### config.mk
export PLATFORM = sky130hd
export DESIGN_NAME = vga_timing_flat
export DESIGN_NICKNAME = d
export VERILOG_FILES = /design/src/rtl/vga_timing_if.sv /design/src/rtl/vga_timing.sv /design/src/flat_wrapper.sv
export SDC_FILE = /design/constraint.sdc
export NUM_CORES = 1
export LEC_CHECK = 0
export ABC_AREA = 0
export ABC_CLOCK_PERIOD_IN_PS = 5370
export BUFFER_PORTS_ARGS = -buffer_cell sky130_fd_sc_hd__buf_2
export CORE_UTILIZATION = 55
export CTS_BUF_LIST = sky130_fd_sc_hd__clkbuf_16
export DETAILED_ROUTE_END_ITERATION = 6
export GPL_ROUTABILITY_DRIVEN = 0
export PLACE_DENSITY = 0.8
export SYNTH_ARGS = -nofsm -noshare
export SYNTH_HDL_FRONTEND = slang
export SYNTH_SLANG_ARGS = --single-unit
export TNS_END_PERCENT = 30
### constraint.sdc
create_clock -name clk -period 5.37 [get_ports clk]
set_input_delay 0.537 -clock clk [delete_from_list [all_inputs] [get_ports clk]]
set_output_delay 0.537 -clock clk [all_outputs]
set_load 0.1 [all_outputs]
### src/rtl/vga_timing_if.sv
// Video timing bundle produced by vga_timing: syncs, data enable, pixel position and status.
// Master drives the timing; slave consumes it (pixel generator, scan-out, monitors).
interface vga_timing_if;
  logic        hsync;
  logic        vsync;
  logic        de;
  logic [9:0]  x;
  logic [9:0]  y;
  logic        line_start;
  logic        frame_start;
  logic [15:0] frame_count;
  logic        running;

  modport master (
    output hsync, vsync, de, x, y, line_start, frame_start, frame_count, running
  );

  modport slave (
    input hsync, vsync, de, x, y, line_start, frame_start, frame_count, running
  );
endinterface

### src/rtl/vga_timing.sv
// VGA raster timing generator gated by a synchronized PLL lock; all outputs registered together.
// Optional frame counter enabled by defining VGA_TIMING_FRAME_CNT_EN.
module vga_timing #(
  parameter int H_VISIBLE = 640,
  parameter int H_FRONT   = 16,
  parameter int H_SYNC    = 96,
  parameter int H_BACK    = 48,
  parameter int V_VISIBLE = 480,
  parameter int V_FRONT   = 10,
  parameter int V_SYNC    = 2,
  parameter int V_BACK    = 33,
  parameter int LOCK_WAIT = 16
) (
  input  logic         clk,
  input  logic         rst_n,
  input  logic         locked,
  vga_timing_if.master vid
);

  localparam int H_TOTAL  = H_VISIBLE + H_FRONT + H_SYNC + H_BACK;
  localparam int V_TOTAL  = V_VISIBLE + V_FRONT + V_SYNC + V_BACK;
  localparam int HS_START = H_VISIBLE + H_FRONT;
  localparam int HS_END   = HS_START + H_SYNC;
  localparam int VS_START = V_VISIBLE + V_FRONT;
  localparam int VS_END   = VS_START + V_SYNC;
  localparam int CNT_W    = (LOCK_WAIT < 2) ? 1 : $clog2(LOCK_WAIT + 1);

  localparam logic [9:0]       X_LAST      = 10'(H_TOTAL - 1);
  localparam logic [9:0]       Y_LAST      = 10'(V_TOTAL - 1);
  localparam logic [CNT_W-1:0] SETTLE_LAST = CNT_W'(LOCK_WAIT - 1);

  generate
    if (H_TOTAL > 1024 || V_TOTAL > 1024) begin : g_total_too_large
      $error("vga_timing: H_TOTAL or V_TOTAL exceeds the 10-bit position range");
    end
  endgenerate

  typedef enum logic [1:0] {WAIT_LOCK, SETTLE, RUN} state_e;

  state_e           state_q, state_d;
  logic [1:0]       sync_q;
  logic             locked_s;
  logic [CNT_W-1:0] settle_q, settle_d;

  logic [9:0] x_q, x_d, y_q, y_d;
  logic       hsync_q, hsync_d, vsync_q, vsync_d, de_q, de_d;
  logic       line_start_q, line_start_d, frame_start_q, frame_start_d;
  logic       running_q, running_d;

  assign locked_s = sync_q[1];

  // Lock sequencing; position and decodes are computed from the next state so every output lands together
  always_comb begin
    state_d  = state_q;
    settle_d = settle_q;
    case (state_q)
      WAIT_LOCK: begin
        if (locked_s) begin
          state_d  = SETTLE;
          settle_d = '0;
        end
      end
      SETTLE: begin
        if (!locked_s) begin
          state_d = WAIT_LOCK;
        end else begin
          settle_d = settle_q + 1'b1;
          if (settle_q == SETTLE_LAST) state_d = RUN;
        end
      end
      RUN: begin
        if (!locked_s) state_d = WAIT_LOCK;
      end
      default: state_d = WAIT_LOCK;
    endcase

    x_d = '0;
    y_d = '0;
    if (state_q == RUN && state_d == RUN) begin
      if (x_q == X_LAST) begin
        if (y_q != Y_LAST) y_d = y_q + 10'd1;
      end else begin
        x_d = x_q + 10'd1;
        y_d = y_q;
      end
    end

    running_d     = (state_d == RUN);
    de_d          = running_d && ({1'b0, x_d} < 11'(H_VISIBLE)) && ({1'b0, y_d} < 11'(V_VISIBLE));
    hsync_d       = !(running_d && ({1'b0, x_d} >= 11'(HS_START)) && ({1'b0, x_d} < 11'(HS_END)));
    vsync_d       = !(running_d && ({1'b0, y_d} >= 11'(VS_START)) && ({1'b0, y_d} < 11'(VS_END)));
    line_start_d  = running_d && (x_d == 10'd0);
    frame_start_d = line_start_d && (y_d == 10'd0);
  end

  always_ff @(posedge clk or negedge rst_n) begin
    if (!rst_n) begin
      sync_q        <= 2'b00;
      state_q       <= WAIT_LOCK;
      settle_q      <= '0;
      x_q           <= '0;
      y_q           <= '0;
      hsync_q       <= 1'b1;
      vsync_q       <= 1'b1;
      de_q          <= 1'b0;
      line_start_q  <= 1'b0;
      frame_start_q <= 1'b0;
      running_q     <= 1'b0;
    end else begin
      sync_q        <= {sync_q[0], locked};
      state_q       <= state_d;
      settle_q      <= settle_d;
      x_q           <= x_d;
      y_q           <= y_d;
      hsync_q       <= hsync_d;
      vsync_q       <= vsync_d;
      de_q          <= de_d;
      line_start_q  <= line_start_d;
      frame_start_q <= frame_start_d;
      running_q     <= running_d;
    end
  end

`ifdef VGA_TIMING_FRAME_CNT_EN
  logic        frame_wrap;
  logic [15:0] frame_cnt_q;

  // Counts only the natural (H_TOTAL-1, V_TOTAL-1) -> (0,0) wrap; lock loss leaves it untouched
  assign frame_wrap = (state_q == RUN) && (state_d == RUN) && (x_q == X_LAST) && (y_q == Y_LAST);

  always_ff @(posedge clk or negedge rst_n) begin
    if (!rst_n) begin
      frame_cnt_q <= '0;
    end else if (frame_wrap) begin
      frame_cnt_q <= frame_cnt_q + 16'd1;
    end
  end

  assign vid.frame_count = frame_cnt_q;
`else
  assign vid.frame_count = '0;
`endif

  assign vid.hsync       = hsync_q;
  assign vid.vsync       = vsync_q;
  assign vid.de          = de_q;
  assign vid.x           = x_q;
  assign vid.y           = y_q;
  assign vid.line_start  = line_start_q;
  assign vid.frame_start = frame_start_q;
  assign vid.running     = running_q;

endmodule

### src/flat_wrapper.sv
// flat-port wrapper written by rule: the top's interface ports become plain ports
module vga_timing_flat 
#(
  parameter int H_VISIBLE = 640,
  parameter int H_FRONT   = 16,
  parameter int H_SYNC    = 96,
  parameter int H_BACK    = 48,
  parameter int V_VISIBLE = 480,
  parameter int V_FRONT   = 10,
  parameter int V_SYNC    = 2,
  parameter int V_BACK    = 33,
  parameter int LOCK_WAIT = 16
)
  (clk, rst_n, locked, vid_hsync, vid_vsync, vid_de, vid_x, vid_y, vid_line_start, vid_frame_start, vid_frame_count, vid_running);
  vga_timing_if vid_i ();
  input  logic clk;
  input  logic rst_n;
  input  logic locked;
  output wire logic [$bits(vid_i.hsync)-1:0] vid_hsync;
  output wire logic [$bits(vid_i.vsync)-1:0] vid_vsync;
  output wire logic [$bits(vid_i.de)-1:0] vid_de;
  output wire logic [$bits(vid_i.x)-1:0] vid_x;
  output wire logic [$bits(vid_i.y)-1:0] vid_y;
  output wire logic [$bits(vid_i.line_start)-1:0] vid_line_start;
  output wire logic [$bits(vid_i.frame_start)-1:0] vid_frame_start;
  output wire logic [$bits(vid_i.frame_count)-1:0] vid_frame_count;
  output wire logic [$bits(vid_i.running)-1:0] vid_running;
  assign vid_hsync = vid_i.hsync;
  assign vid_vsync = vid_i.vsync;
  assign vid_de = vid_i.de;
  assign vid_x = vid_i.x;
  assign vid_y = vid_i.y;
  assign vid_line_start = vid_i.line_start;
  assign vid_frame_start = vid_i.frame_start;
  assign vid_frame_count = vid_i.frame_count;
  assign vid_running = vid_i.running;
  vga_timing #(.H_VISIBLE(H_VISIBLE), .H_FRONT(H_FRONT), .H_SYNC(H_SYNC), .H_BACK(H_BACK), .V_VISIBLE(V_VISIBLE), .V_FRONT(V_FRONT), .V_SYNC(V_SYNC), .V_BACK(V_BACK), .LOCK_WAIT(LOCK_WAIT)) u_core (.clk(clk), .rst_n(rst_n), .locked(locked), .vid(vid_i));
endmodule
# --- Yosys cells after proc, flatten, opt, wreduce, memory -nomap -nowiden ---
# Index checks and enable logic that the tools add are counted.
op_classes:
  n_addsub: 3
  order_cmp: 6
  n_eq_ne: 8
  mux: 13
  n_reduce_logical: 16
ops:
  columns: ["op", "n"]
  rows:
  - ["$mux 10", 5]
  - ["$add 10x1->10 const B", 2]
  - ["$logic_not 10->1", 2]
  - ["$lt 10x10->1 const B", 2]
  - ["$lt 10x9->1 const B", 2]
  - ["$eq 10x10->1 const B", 1]
  - ["$ge 10x10->1 const B", 1]
  - ["$ge 10x9->1 const B", 1]
  - ["$mux 5", 2]
  - ["$ne 10x10->1 const B", 1]
  - ["$pmux 5 s2", 1]
  - ["$logic_and 1x1->1", 9]
  - ["$mux 2", 4]
  - ["$pmux 2 s3", 1]
  - ["$add 5x1->5 const B", 1]
  - ["$eq 5x4->1 const B", 1]
  - ["$eq 2x2->1 const B", 2]
  - ["$ne 2x1->1 const B", 2]
  - ["$reduce_and 3->1", 1]
  - ["$eq 2x1->1 const B", 1]
  - ["$logic_not 1->1", 2]
  - ["$logic_not 2->1", 1]
  - ["$reduce_bool 2->1", 1]
totals:
  reg_bits: 35
  input_bits: 3
  output_inout_bits: 42
  wordCells: 57

# --- Depth between registers and ports, before layout ---
logic_depth:
  ltp_word: 11
  depth_mapped: 9
  ltp_nobuf: 9

# --- Least setup slack after synthesis ---
# Ideal clock, no wire load.
synth_timing:
  path_kind: "register to register"
  from: "reg u_core.x_q[1], in the netlist u_core.vid.x[1]"
  to: "reg u_core.frame_start_q, in the netlist u_core.vid.frame_start"
  t_arrival_ns: 2.746
  required_ns: 5.303
  setup_slack_ns: 2.557
  stages_incl_launch_ff: 8
  path_buffers: 0
  period_less_slack_ns: 2.813
  cell_sequence: "dfrtp_1 -> ha_1 -> nand4_4 -> nor4_4 -> nand3_2 -> xnor2_2 -> nor4bb_1 -> o2111a_1"
synth_via:
  elab_chain_len: 6
  word_cells_on_any_way: 10
  cone_classes: "add/sub: 1; eq/ne: 1; mux: 4; reduce/logical: 4"
synth_lines:
  columns: ["element", "line", "source"]
  rows:
  - ["start, declared", "vga_timing.sv:45", "logic [9:0] x_q, x_d, y_q, y_d;"]
  - ["start signal, assigned", "vga_timing.sv:101", "x_q <= '0;"]
  - ["start signal, assigned", "vga_timing.sv:113", "x_q <= x_d;"]
  - ["$add 10x1->10 or $eq 10x10->1 (tied branches)", "vga_timing.sv:83, vga_timing.sv:80", null]
  - ["$mux 10", "vga_timing.sv:80", "if (x_q == X_LAST) begin"]
  - ["$mux 10", "vga_timing.sv:79", "if (state_q == RUN && state_d == RUN) begin"]
  - ["$logic_not 10->1", "vga_timing.sv:92", "line_start_d = running_d && (x_d == 10'd0);"]
  - ["$logic_and 1x1->1", "vga_timing.sv:92", null]
  - ["$logic_and 1x1->1 *", "vga_timing.sv:93", "frame_start_d = line_start_d && (y_d == 10'd0);"]
  - ["named net u_core.frame_start_d", "vga_timing.sv:47", "logic line_start_q, line_start_d, frame_start_q, frame_start_d;"]
  - ["end signal, assigned", "vga_timing.sv:119", "frame_start_q <= frame_start_d;"]
  - ["end, declared", "vga_timing.sv:47", null]
# Mark *: on every way through the listed nets, which the timed path passes. The rest lies on a longest branch.
# A chain may end at the register's enable or synchronous reset.

# --- Worst setup path in the final report ---
layout_timing:
  from: "reg u_core.x_q[0], in the netlist u_core.vid.x[0]"
  to: "reg u_core.frame_start_q, in the netlist u_core.vid.frame_start"
# The elaborated chain is that of the path after synthesis.

==> impl_results.rst <==
.. list-table::
   :header-rows: 1

   * - Metric
     - Value
   * - Clock network latency to the later pin of the worst-skew pair
     - 0.28 ns
   * - # resized after CTS
     - 0
   * - Growth of design area from synthesis to finish
     - 13.09%
   * - Number of enable-type register cells in the synthesized netlist
     - 0
   * - Total congestion overflow
     - 0
   * - Routed metal-1 wirelength
     - 1908 µm
   * - Post-CTS setup repair buffer count
     - 0
   * - Ports placed on the boundary
     - 45
   * - Count of standard-cell rows
     - 22
   * - Final Cell Area
     - between 2000 and 2500 µm²
   * - Reported net switching power
     - 0.0001711 W
   * - Maximum VDD drop
     - roughly 0.22 mV
   * - Buffer depth of the longest clock path
     - 2
   * - Nature of the critical path startpoint
     - flop
   * - Vertical die dimension
     - 63.97 µm
   * - Number of violations of the max-capacitance limit
     - 0
   * - Initial antenna violation count
     - 0
   * - Estimated wirelength of the detail-placed design
     - slightly above 3000 µm
   * - Proportion of synthesized chip area in sequential cells
     - about two fifths
   * - Top routing layer in use
     - met4
   * - Overall global routing resource usage
     - a little under a quarter
   * - Worst setup slack after layout
     - 3.151 ns
   * - Seq. cell area
     - ~900 µm²
   * - Required time at the endpoint of the critical path
     - between 5 and 6 ns
   * - Worst Tran Pin Value
     - 0.7581 ns
   * - Max-slew violation count
     - 0
   * - Final worst path period share
     - 41.32%
   * - Final setup viols
     - 0
   * - Starting Density
     - ~58%
   * - RSZ-0062 raised after global routing
     - false
   * - Flip-flop and latch count after synthesis
     - 35
   * - Clock root cell
     - clkbuf_16
   * - Via count
     - about 1700
   * - Outcome
     - completed
   * - Final hold vios
     - 0
   * - Class of the most critical setup path
     - flop to flop
   * - Clock network power share
     - around half
   * - Maximum fanout encountered on the critical timing path
     - 7
   * - Share of the synthesized area in the top cell type
     - ~39%
   * - Maximum number of pins on one net before global-route repair
     - 36
   * - Post-synth cell types
     - between 50 and 60
   * - Standard cell area after detailed placement
     - between 2000 and 2500 µm²
   * - Number of sinks on the clock net
     - 35
   * - Synthesis Warnings
     - 0
   * - Wire length reported by the detailed router
     - approximately 4300 µm
   * - Cell at the slowest stage of the critical path
     - dfrtp_1
   * - Number of DRC violations after detailed routing
     - 0
   * - Final core utilization
     - roughly two thirds
   * - Multi-input combinational cell area
     - approximately 1100 µm²
   * - Setup WS pre-CTS
     - roughly 3.1 ns
   * - Sum of met3 wire segment lengths after detailed routing
     - between 200 and 300 µm
   * - Antenna violation net count after detailed routing
     - 0
   * - Timing-limited maximum frequency
     - 0.4507 GHz
   * - Clk slew on worst S/H paths
     - roughly 0.050 ns
   * - TritonRoute pass-1 iters
     - 5
   * - Sw Share
     - about 26%
   * - Routed wire length on met2
     - between 1500 and 2000 µm
   * - Slew HR
     - 49.46%
   * - Total number of nets in the final design
     - roughly 250
   * - Sequential power share
     - between 40% and 50%
   * - Cell accounting for the most synthesized area
     - dfrtp_1
   * - Endpoint type of the worst setup path
     - flop
   * - Top FF cell, synth
     - dfrtp_1
   * - Leak Pwr
     - between 1 and 1.5 nW
   * - # fillers
     - ~310
   * - CP max stage delay
     - ~0.43 ns
   * - Ordered cell list for the critical path
     - ha_1 -> nand4_4 -> nor4_4 -> nand3_2 -> xnor2_2 -> nor4bb_1 -> o2111a_1
   * - Cells after synthesis
     - between 200 and 250
   * - Layout cell share with drive strength beyond 1
     - roughly a quarter
   * - Count leader, synth
     - dfrtp_1
   * - Synthesized area per cell
     - 9.823 µm²
   * - Via density per instance
     - 5.655
   * - Via count of the first global-routing pass
     - ~1600
   * - Power density over the cells
     - around 280 nW/µm²
   * - Starting DRC count in detailed routing
     - 171
   * - Async S/R FF share, synth
     - 100.0%
   * - Wire length of the first global-routing pass
     - just over 7000 µm
   * - Top area cells in the synthesized netlist
     - dfrtp_1, buf_4, xnor2_1
   * - Final Critical Period
     - about 2.2 ns
   * - Setup Skew
     - approximately 0.0042 ns
   * - PortBufs
     - 28
   * - Clock tree from TritonCTS
     - done
   * - Final total power
     - roughly 0.00067 W
   * - CTS H-tree depth
     - 2
   * - Combinational share of power
     - 10.0%
   * - Horiz. Die Dim
     - 63.97 µm
   * - Internal Pwr Total
     - 0.0004945 W
   * - Setup TNS
     - 0 ns
   * - Post-synthesis instance area
     - between 2000 and 2500 µm²
   * - Quantity of hold-fixing buffers added after cts
     - 0
   * - Antenna cells
     - 0
   * - Class of the worst hold path
     - input pin to asynchronous set/reset pin
   * - Most frequent cells after synthesis
     - dfrtp_1, nor2_1, buf_4, nand2_1, nand3_1
   * - DIE AREA
     - between 4000 and 5000 µm²
   * - Num CTS Buffers
     - 5
   * - Post-DR wirelength/cell
     - ~15 µm
   * - Core outline area
     - ~3700 µm²
   * - WP data arrival
     - around 2.4 ns
## cells by family (layout without fill, tap and decap cells)
family                     Yosys count  after routing  synth area share, %
and+or+nand+nor                     96             96                29.39
DFF                                 35             35                41.59
AOI/OAI and AO/OA                   33             33                11.08
buffers and inverters               31             46                8.590
xor gates and xnor gates            13             13                5.747
adders and majority gates            5              5                2.962
other                                1             16               0.1776
muxes                                1              1               0.4740
## worst max-delay path: cells and delay by family (launching register included)
kind | cells | cell delay [ns]
AOI/OAI and AO/OA | 1 | 0.21
xor gates and xnor gates | 1 | 0.18
adders and majority gates | 1 | 0.34
DFF | 1 | 0.43
and+or+nand+nor | 4 | 0.99
## area by class of cell
cell class | count | share of cell area, %
Sequential cell | 35 | 36.77
Inverter | 10 | 1.572
Timing Repair Buffer | 28 | 5.867
Clock buffer | 5 | 5.238
Tap cell | 48 | 2.514
Clock inverter | 3 | 1.624
Multi-Input combinational cell | 164 | 46.41
## power groups by stage
stage                     combinational, W  clock (W)  sequential (W)
after floorplan                  0.0000691          0        0.000280
after global placement           0.0000657          0        0.000282
after detailed placement         0.0000672          0        0.000283
after CTS                        0.0000671   0.000329        0.000278
after global routing             0.0000707   0.000340        0.000280
final                            0.0000667   0.000320        0.000279
## sequential cells by signal (all words and copies together), names as in the netlist, 2 cells and up
name	cells
u_core.state_q	2
u_core.sync_q	2
u_core.vid.y	10
u_core.settle_q	5
u_core.vid.x	10
## layout by cell type (no fill, tap or decap), drive strengths merged, types with 9 or more instances in the layout
cell / instances
conb: 16
dfrtp: 33
nor2: 18
inv: 10
buf: 28
o21ai: 9
nand3: 15
nand2: 16
xnor2: 11
## path summary, 6_finish.rpt
check	slack [ns]	from	to	cells after the start
max	3.15	u_core.vid.x[0]$_DFF_PN0_	u_core.vid.frame_start$_DFF_PN0_	7
min	0.33	rst_n	u_core.settle_q[3]$_DFFE_PN0P_	1
max reg2reg	3.15	u_core.vid.x[0]$_DFF_PN0_	u_core.vid.frame_start$_DFF_PN0_	7
min reg2reg	0.36	u_core.sync_q[0]$_DFF_PN0_	u_core.sync_q[1]$_DFF_PN0_	0
max in group asynchronous	4.56	rst_n	u_core.vid.y[8]$_DFF_PN0_	1
min in group clk	0.36	locked	u_core.sync_q[0]$_DFF_PN0_	1
## metrics by stage
step	hold slack (ns)	instances
after floorplan	0.2414	230
after global placement	0.3323	285
after detailed placement	0.3498	285
after CTS	0.3499	293
after global routing	0.3475	293
final	0.3269	293
## per-layer routing
layer,track usage (%),up-vias
met5,0,-
met4,11.36,0
met3,7.321,11
met2,34.18,64
met1,32.07,791
li1,-,791
Power figures use the tool's default switching activity.
